===== config.mk =====
export PLATFORM = sky130hd
export DESIGN_NAME = ps2_scan_receiver
export DESIGN_NICKNAME = d
export VERILOG_FILES = /design/src/rtl/ps2_pkg.sv /design/src/rtl/ps2_line_filter.sv /design/src/rtl/ps2_scan_receiver.sv
export SDC_FILE = /design/constraint.sdc
export NUM_CORES = 1
export LEC_CHECK = 0
export ABC_AREA = 1
export ABC_CLOCK_PERIOD_IN_PS = 1300
export BUFFER_PORTS_ARGS = -buffer_cell sky130_fd_sc_hd__buf_4
export CAP_MARGIN = 20
export CORE_MARGIN = 1
export CORE_UTILIZATION = 33
export DETAILED_ROUTE_END_ITERATION = 12
export SLEW_MARGIN = 5
export SYNTH_ARGS = -nofsm -noshare
export SYNTH_HDL_FRONTEND = slang
export SYNTH_HIERARCHICAL = 1
export SYNTH_SLANG_ARGS = --single-unit

===== constraint.sdc =====
create_clock -name clk -period 1.3 [get_ports clk]
set_clock_uncertainty 0.05 [all_clocks]
set_input_delay 0.065 -clock clk [delete_from_list [all_inputs] [get_ports clk]]
set_output_delay 0.065 -clock clk [all_outputs]
set_load 0.01 [all_outputs]

===== src/rtl/ps2_pkg.sv =====
// ps2_pkg: shared types and constants for the PS/2 scan-code receiver.
//   state_t        : receive FSM states (IDLE, DATA, PARITY, STOP)
//   PS2_BREAK_CODE : key-release prefix byte
//   PS2_EXT_CODE   : extended-key prefix byte (always passed through)
//   PS2_DATA_BITS  : data bits per frame
package ps2_pkg;

    typedef enum logic [1:0] {
        IDLE   = 2'd0,
        DATA   = 2'd1,
        PARITY = 2'd2,
        STOP   = 2'd3
    } state_t;

    localparam logic [7:0] PS2_BREAK_CODE = 8'hF0;
    localparam logic [7:0] PS2_EXT_CODE   = 8'hE0;
    localparam int         PS2_DATA_BITS  = 8;

endpackage


===== src/rtl/ps2_line_filter.sv =====
// ps2_line_filter: conditions the raw PS/2 pins for the receive FSM.
//   clk, reset   : system clock, synchronous active-high reset
//   ps2_clk      : raw PS/2 clock pin (asynchronous)
//   ps2_data     : raw PS/2 data pin (asynchronous)
//   strobe       : high for the one cycle in which the filtered clock falls
//   sample_data  : synchronized ps2_data captured on that same falling edge
// Both pins pass through a 2-flop synchronizer. The filtered clock only
// changes level after FILTER_LEN consecutive synchronized samples disagree
// with it, so short glitches on the cable never reach the FSM.
module ps2_line_filter #(
    parameter int FILTER_LEN = 8
) (
    input  logic clk,
    input  logic reset,
    input  logic ps2_clk,
    input  logic ps2_data,
    output logic strobe,
    output logic sample_data
);

    localparam int CW = $clog2(FILTER_LEN + 1);

    logic          clk_s1, clk_s2;
    logic          data_s1, data_s2;
    logic          filt_clk;
    logic [CW-1:0] filt_cnt;

    always_ff @(posedge clk) begin
        if (reset) begin
            clk_s1      <= 1'b1;
            clk_s2      <= 1'b1;
            data_s1     <= 1'b1;
            data_s2     <= 1'b1;
            filt_clk    <= 1'b1;
            filt_cnt    <= '0;
            strobe      <= 1'b0;
            sample_data <= 1'b1;
        end else begin
            clk_s1  <= ps2_clk;
            clk_s2  <= clk_s1;
            data_s1 <= ps2_data;
            data_s2 <= data_s1;
            strobe  <= 1'b0;
            if (clk_s2 != filt_clk) begin
                // This sample is the FILTER_LEN-th consecutive disagreement.
                if (filt_cnt == CW'(FILTER_LEN - 1)) begin
                    filt_clk <= clk_s2;
                    filt_cnt <= '0;
                    if (filt_clk) begin
                        strobe      <= 1'b1;
                        sample_data <= data_s2;
                    end
                end else begin
                    filt_cnt <= filt_cnt + CW'(1);
                end
            end else begin
                filt_cnt <= '0;
            end
        end
    end

endmodule


===== src/rtl/ps2_scan_receiver.sv =====
// ps2_scan_receiver: PS/2 device-to-host frame receiver.
//   clk, reset      : system clock, synchronous active-high reset
//   ps2_clk/ps2_data: raw PS/2 pins (asynchronous to clk)
//   scan_code       : last correctly received byte, held between frames
//   scan_code_ready : one-cycle pulse, scan_code has just been updated
//   parity_err      : one-cycle pulse, frame dropped on bad odd parity
//   frame_err       : one-cycle pulse, frame dropped on bad stop bit/timeout
// Handshake: scan_code_ready acts as a valid strobe with no ready/back-
// pressure; the consumer must capture scan_code in the pulse cycle (it stays
// stable afterwards until the next good byte).
// Build option PS2_BREAK_FILTER_EN: swallow F0 and the byte that follows it
// so key releases are not reported.
// The FSM state is visible as the internal signal "state" for checkers.
module ps2_scan_receiver
    import ps2_pkg::*;
#(
    parameter int FILTER_LEN     = 8,
    parameter int TIMEOUT_CYCLES = 50_000
) (
    input  logic       clk,
    input  logic       reset,
    input  logic       ps2_clk,
    input  logic       ps2_data,
    output logic [7:0] scan_code,
    output logic       scan_code_ready,
    output logic       parity_err,
    output logic       frame_err
);

    localparam int TW = $clog2(TIMEOUT_CYCLES);

    logic strobe;
    logic sample_data;

    ps2_line_filter #(
        .FILTER_LEN (FILTER_LEN)
    ) u_filter (
        .clk         (clk),
        .reset       (reset),
        .ps2_clk     (ps2_clk),
        .ps2_data    (ps2_data),
        .strobe      (strobe),
        .sample_data (sample_data)
    );

    state_t        state, state_nxt;
    logic [2:0]    bit_cnt, bit_cnt_nxt;
    logic [7:0]    shreg, shreg_nxt;
    logic          parity_bit, parity_nxt;
    logic [TW-1:0] tmo_cnt, tmo_nxt;
    logic [7:0]    code_nxt;
    logic          ready_nxt, perr_nxt, ferr_nxt;
`ifdef PS2_BREAK_FILTER_EN
    logic          break_pending, break_nxt;
`endif

    always_ff @(posedge clk) begin
        if (reset) begin
            state           <= IDLE;
            bit_cnt         <= '0;
            shreg           <= '0;
            parity_bit      <= 1'b0;
            tmo_cnt         <= '0;
            scan_code       <= 8'h00;
            scan_code_ready <= 1'b0;
            parity_err      <= 1'b0;
            frame_err       <= 1'b0;
`ifdef PS2_BREAK_FILTER_EN
            break_pending   <= 1'b0;
`endif
        end else begin
            state           <= state_nxt;
            bit_cnt         <= bit_cnt_nxt;
            shreg           <= shreg_nxt;
            parity_bit      <= parity_nxt;
            tmo_cnt         <= tmo_nxt;
            scan_code       <= code_nxt;
            scan_code_ready <= ready_nxt;
            parity_err      <= perr_nxt;
            frame_err       <= ferr_nxt;
`ifdef PS2_BREAK_FILTER_EN
            break_pending   <= break_nxt;
`endif
        end
    end

    always_comb begin
        state_nxt   = state;
        bit_cnt_nxt = bit_cnt;
        shreg_nxt   = shreg;
        parity_nxt  = parity_bit;
        // Timeout counter only runs while a frame is in progress.
        tmo_nxt     = (state == IDLE) ? '0 : tmo_cnt + TW'(1);
        code_nxt    = scan_code;
        ready_nxt   = 1'b0;
        perr_nxt    = 1'b0;
        ferr_nxt    = 1'b0;
`ifdef PS2_BREAK_FILTER_EN
        break_nxt   = break_pending;
`endif

        if (strobe) begin
            tmo_nxt = '0;
            case (state)
                IDLE: begin
                    // A falling edge with data high is a stray edge, not a start bit.
                    if (!sample_data) begin
                        state_nxt   = DATA;
                        bit_cnt_nxt = '0;
                    end
                end
                DATA: begin
                    shreg_nxt   = {sample_data, shreg[7:1]};
                    bit_cnt_nxt = bit_cnt + 3'd1;
                    if (bit_cnt == 3'(PS2_DATA_BITS - 1)) begin
                        state_nxt = PARITY;
                    end
                end
                PARITY: begin
                    parity_nxt = sample_data;
                    state_nxt  = STOP;
                end
                STOP: begin
                    state_nxt = IDLE;
                    if (!sample_data) begin
                        // Bad stop bit wins over a parity error.
                        ferr_nxt = 1'b1;
`ifdef PS2_BREAK_FILTER_EN
                        break_nxt = 1'b0;
`endif
                    end else if (!(^{shreg, parity_bit})) begin
                        perr_nxt = 1'b1;
`ifdef PS2_BREAK_FILTER_EN
                        break_nxt = 1'b0;
`endif
                    end else begin
`ifdef PS2_BREAK_FILTER_EN
                        if (break_pending) begin
                            // Released key code: consumed silently.
                            break_nxt = 1'b0;
                        end else if (shreg == PS2_BREAK_CODE) begin
                            break_nxt = 1'b1;
                        end else begin
                            code_nxt  = shreg;
                            ready_nxt = 1'b1;
                        end
`else
                        code_nxt  = shreg;
                        ready_nxt = 1'b1;
`endif
                    end
                end
                default: state_nxt = IDLE;
            endcase
        end else if (state != IDLE && tmo_cnt == TW'(TIMEOUT_CYCLES - 1)) begin
            state_nxt = IDLE;
            tmo_nxt   = '0;
            ferr_nxt  = 1'b1;
`ifdef PS2_BREAK_FILTER_EN
            break_nxt = 1'b0;
`endif
        end
    end

endmodule

==> impl_results.md <==
- MaxCap Viol Count: 0
- Worst-Margin Slew: 0.326 ns
- FF-to-FF path depth: 7
- Pre-Repair DR Iteration Count: 4
- Number of clock sinks: 52
- Mux cell area share after synthesis: 0%
- # DRC: 0
- N_diodes: 0
- Tot GR Track Use: 15.0%
- Hold path start: reset
- I/O pins: 15
- Post-layout util: 54.1%
- CTS clk-pin slew, worst paths: 0.10 ns
- Fin Hold WS: 0.0482 ns
- Final period demand of the worst path: 1.54 ns
- Final setup vio count: 29
- Post-synthesis xor/xnor area fraction: 1.80%
- P&R area growth vs syn: 55.0%
- Hold Crit Depth: 3
- Worst hold endpoint: scan_code[7]
- HPWL Detailed: 3.48 mm
- Avg Vias per Cell: 4.46
- Synth unique cells: 35
- Max Fclk: 651 MHz
- DRT iter0 DRCs: 95
- Startpoint Class: flip-flop
- Synth area leader: dfxtp_1
- First-pass GRT wire length: 8.90 mm
- Initial Util: 34.9%
- Clk Latency, worst-skew pair: 0.32 ns
- Routed WL: 5.52 mm
- Final worst-path setup slack: -0.236 ns
- Max Slew Vio Count: 0
- Largest net degree at the start of global routing: 18
- R2R Path End: tmo_cnt[10]
- Main combinational cell family by area after synthesis: simple AND/OR/NAND/NOR gates
- Port bufs: 14
- Crit path launch: tmo_cnt[1]
- Run status: finished, violations left
- Synth top area cells: dfxtp_1 (43%), nand2_1 (12%), nor2_1 (7.9%)
- Synth Area in Compound Gates: 7.95%
- CTS tree: yes
- GP Congestion: 0.727
- Post-synth ARST share: 0%
- Hold/Removal Path Class: in -> reg
- Yosys top cell area share: 42.7%
- Commonest non-fill, non-tap cells in the layout: buf_4 (70), nand2_1 (58), dfxtp_1 (33)
- CP Max Fanout: 4
- Mapped cell area: 0.00244 sq mm
- Flops & latches, synth: 52
- Internal reg-to-reg setup slack: -0.24 ns
- Die area: 0.00774 sq mm
- TritonCTS Buffers: 5
- P_leak: 1.66 nW
- Via count: 2295
- Simple-Gate Fraction of Synth Area: 34.2%
- Yosys Warn Count: 6
- Power Density: 686 mW/mm^2
- CP top delay family: simple AND/OR/NAND/NOR gates
- Grt total ovfl: 0
- Crit Path Class: reg -> reg
- Initial antenna violation count: 0
- Post-synth top flop: dfxtp_1
- Failing checks: setup timing
- Root buf cell: clkbuf_8
- Die X: 88.0 um
- Mapped Cells: 333
- Critical path's slowest cell: dfxtp_4
- Crit path DAT: 1.71 ns
- Std-Cell Core Area: 0.00698 sq mm
- Critical Path RT: 1.47 ns
- Max clock buf depth: 2
- Crit. End Element: flip-flop
- Die height: 88.0 um
- Adder-Cell Fraction of Synth Area: 4.62%
- Buf+Inv Stages, Crit Path: 1
- RSZ-0062 raised after global routing: yes
- Dpl ws: -0.241 ns
- Worst path cell trace: ha_4 > nand2_4 > nor3b_4 > nand4_1 > buf_4 > xor2_1 > nor2_1
- Share of cells above drive strength 1: 50.5%
- Total nets after synthesis: 346
- Commonest non-fill, non-tap cell in the layout: buf_4
- Htree depth: 2
- Vias in the first global route: 2083
- Max_slew headroom: 78.2%
- Slowest cell delay on critical path: 0.37 ns
- Final #Nets: 430
- Detail-routed net length per standard cell: 10.7 um
- Fin crit share: 118%
- Count of final hold-check violations: 0
- Worst VDD drop: 0.000587 V
- Register area share after synthesis: 42.7%
- Number of synthesized flops with an enable pin: 0
- Post-route ant nets: 0
- Reg2reg start: tmo_cnt[1]
- Final setup TNS: -3.31 ns
- Number of core rows: 30
- Mean Syn Cell Area: 7.32 sq um
- FILL cells: 631
==> what timing repair did <==
item	in CTS	in global routing
pin swaps	12	40
hold endpoints to repair	2	0
gates cloned	1	1
resized for setup	41	87
setup endpoints to repair	31	41
hold buffers	2	0
setup buffers	9	12
==> flip-flops by register name (all words and copies together), names as in the netlist <==
signal and cells:
shreg 8, parity_err 1, u_filter/filt_cnt 4, parity_bit 1
state 2, u_filter/filt_clk 1, scan_code_ready 1, u_filter/clk_s1 1
u_filter/clk_s2 1, u_filter/data_s2 1, u_filter/data_s1 1, frame_err 1
scan_code 8, u_filter/sample_data 1, tmo_cnt 16, u_filter/strobe 1
bit_cnt 3
==> worst max-delay path by stage <==
stage / endpoint / slack, ns / cells after the start
floorplan: tmo_cnt[14] / -0.09 / 8
CTS: tmo_cnt[14] / -0.20 / 8
detailed placement: tmo_cnt[15] / -0.24 / 8
global route: tmo_cnt[10] / -0.34 / 7
finish: tmo_cnt[10] / -0.24 / 7
global placement: tmo_cnt[14] / -0.18 / 8
==> power by group <==
group | switching, mW | internal (mW)
registers | 0.00242 | 1.58
logic | 0.0316 | 0.0241
clock network | 0.575 | 0.384
total | 0.609 | 1.98
==> layer usage <==
layer / global-route usage (%) / vias to the layer above / wire (um)
met5: 0 / - / 0
met4: 7.15 / 0 / 87
met3: 3.11 / 7 / 105
met2: 24.5 / 20 / 2740
met1: 18.8 / 1050 / 2600
li1: - / 1218 / -
==> cell families (layout without fill, tap and decap cells) <==
group                    count (synthesis)  after routing
AO/OA/AOI/OAI                           36             36
XOR/XNOR                                 5              5
adder cells (fa/ha/maj)                  9              9
buffers and inverters                   50            135
flip-flops                              52             52
AND/OR/NAND/NOR                        181            181
==> cell usage after synthesis, types with 2 or more instances <==
| cell | number |
|---|---|
| nor2_1 | 51 |
| nor3b_1 | 3 |
| nand2_1 | 81 |
| clkbuf_1 | 2 |
| nor3_1 | 5 |
| and3_1 | 3 |
| xor2_1 | 4 |
| ha_1 | 9 |
| nand4_1 | 6 |
| nand2_2 | 7 |
| nand3_1 | 11 |
| inv_1 | 42 |
| inv_2 | 2 |
| nor3b_2 | 3 |
| nand3_2 | 2 |
| a21oi_1 | 19 |
| dfxtp_1 | 52 |
| o21ai_0 | 11 |
| or2_2 | 4 |
==> tightest hold or removal path: cells and delay by family <==
| family | cells | cell delay [ns] |
|---|---|---|
| AO/OA/AOI/OAI | 1 | 0.04 |
| buffers and inverters | 2 | 0.27 |
==> area by class of cell <==
| cell class | count | area [sq um] | share of cell area [%] |
|---|---|---|---|
| clock inverters | 3 | 21.3 | 0.563 |
| multi-input cells | 231 | 1590 | 42.1 |
| inverters | 45 | 178 | 4.70 |
| well taps | 96 | 120 | 3.18 |
| flip-flops and latches | 52 | 1090 | 28.8 |
| repair buffers | 82 | 712 | 18.8 |
| clock buffers | 5 | 68.8 | 1.82 |
==> per-stage QoR <==
stage | power [mW] | area (sq um) | cells
after floorplan | 1.67 | 2500 | 333
after global routing | 2.70 | 3780 | 514
final | 2.59 | 3780 | 514
after CTS | 2.64 | 3370 | 503
after global placement | 1.69 | 3030 | 483
after detailed placement | 1.69 | 3030 | 483
Power figures use the tool's default switching activity.
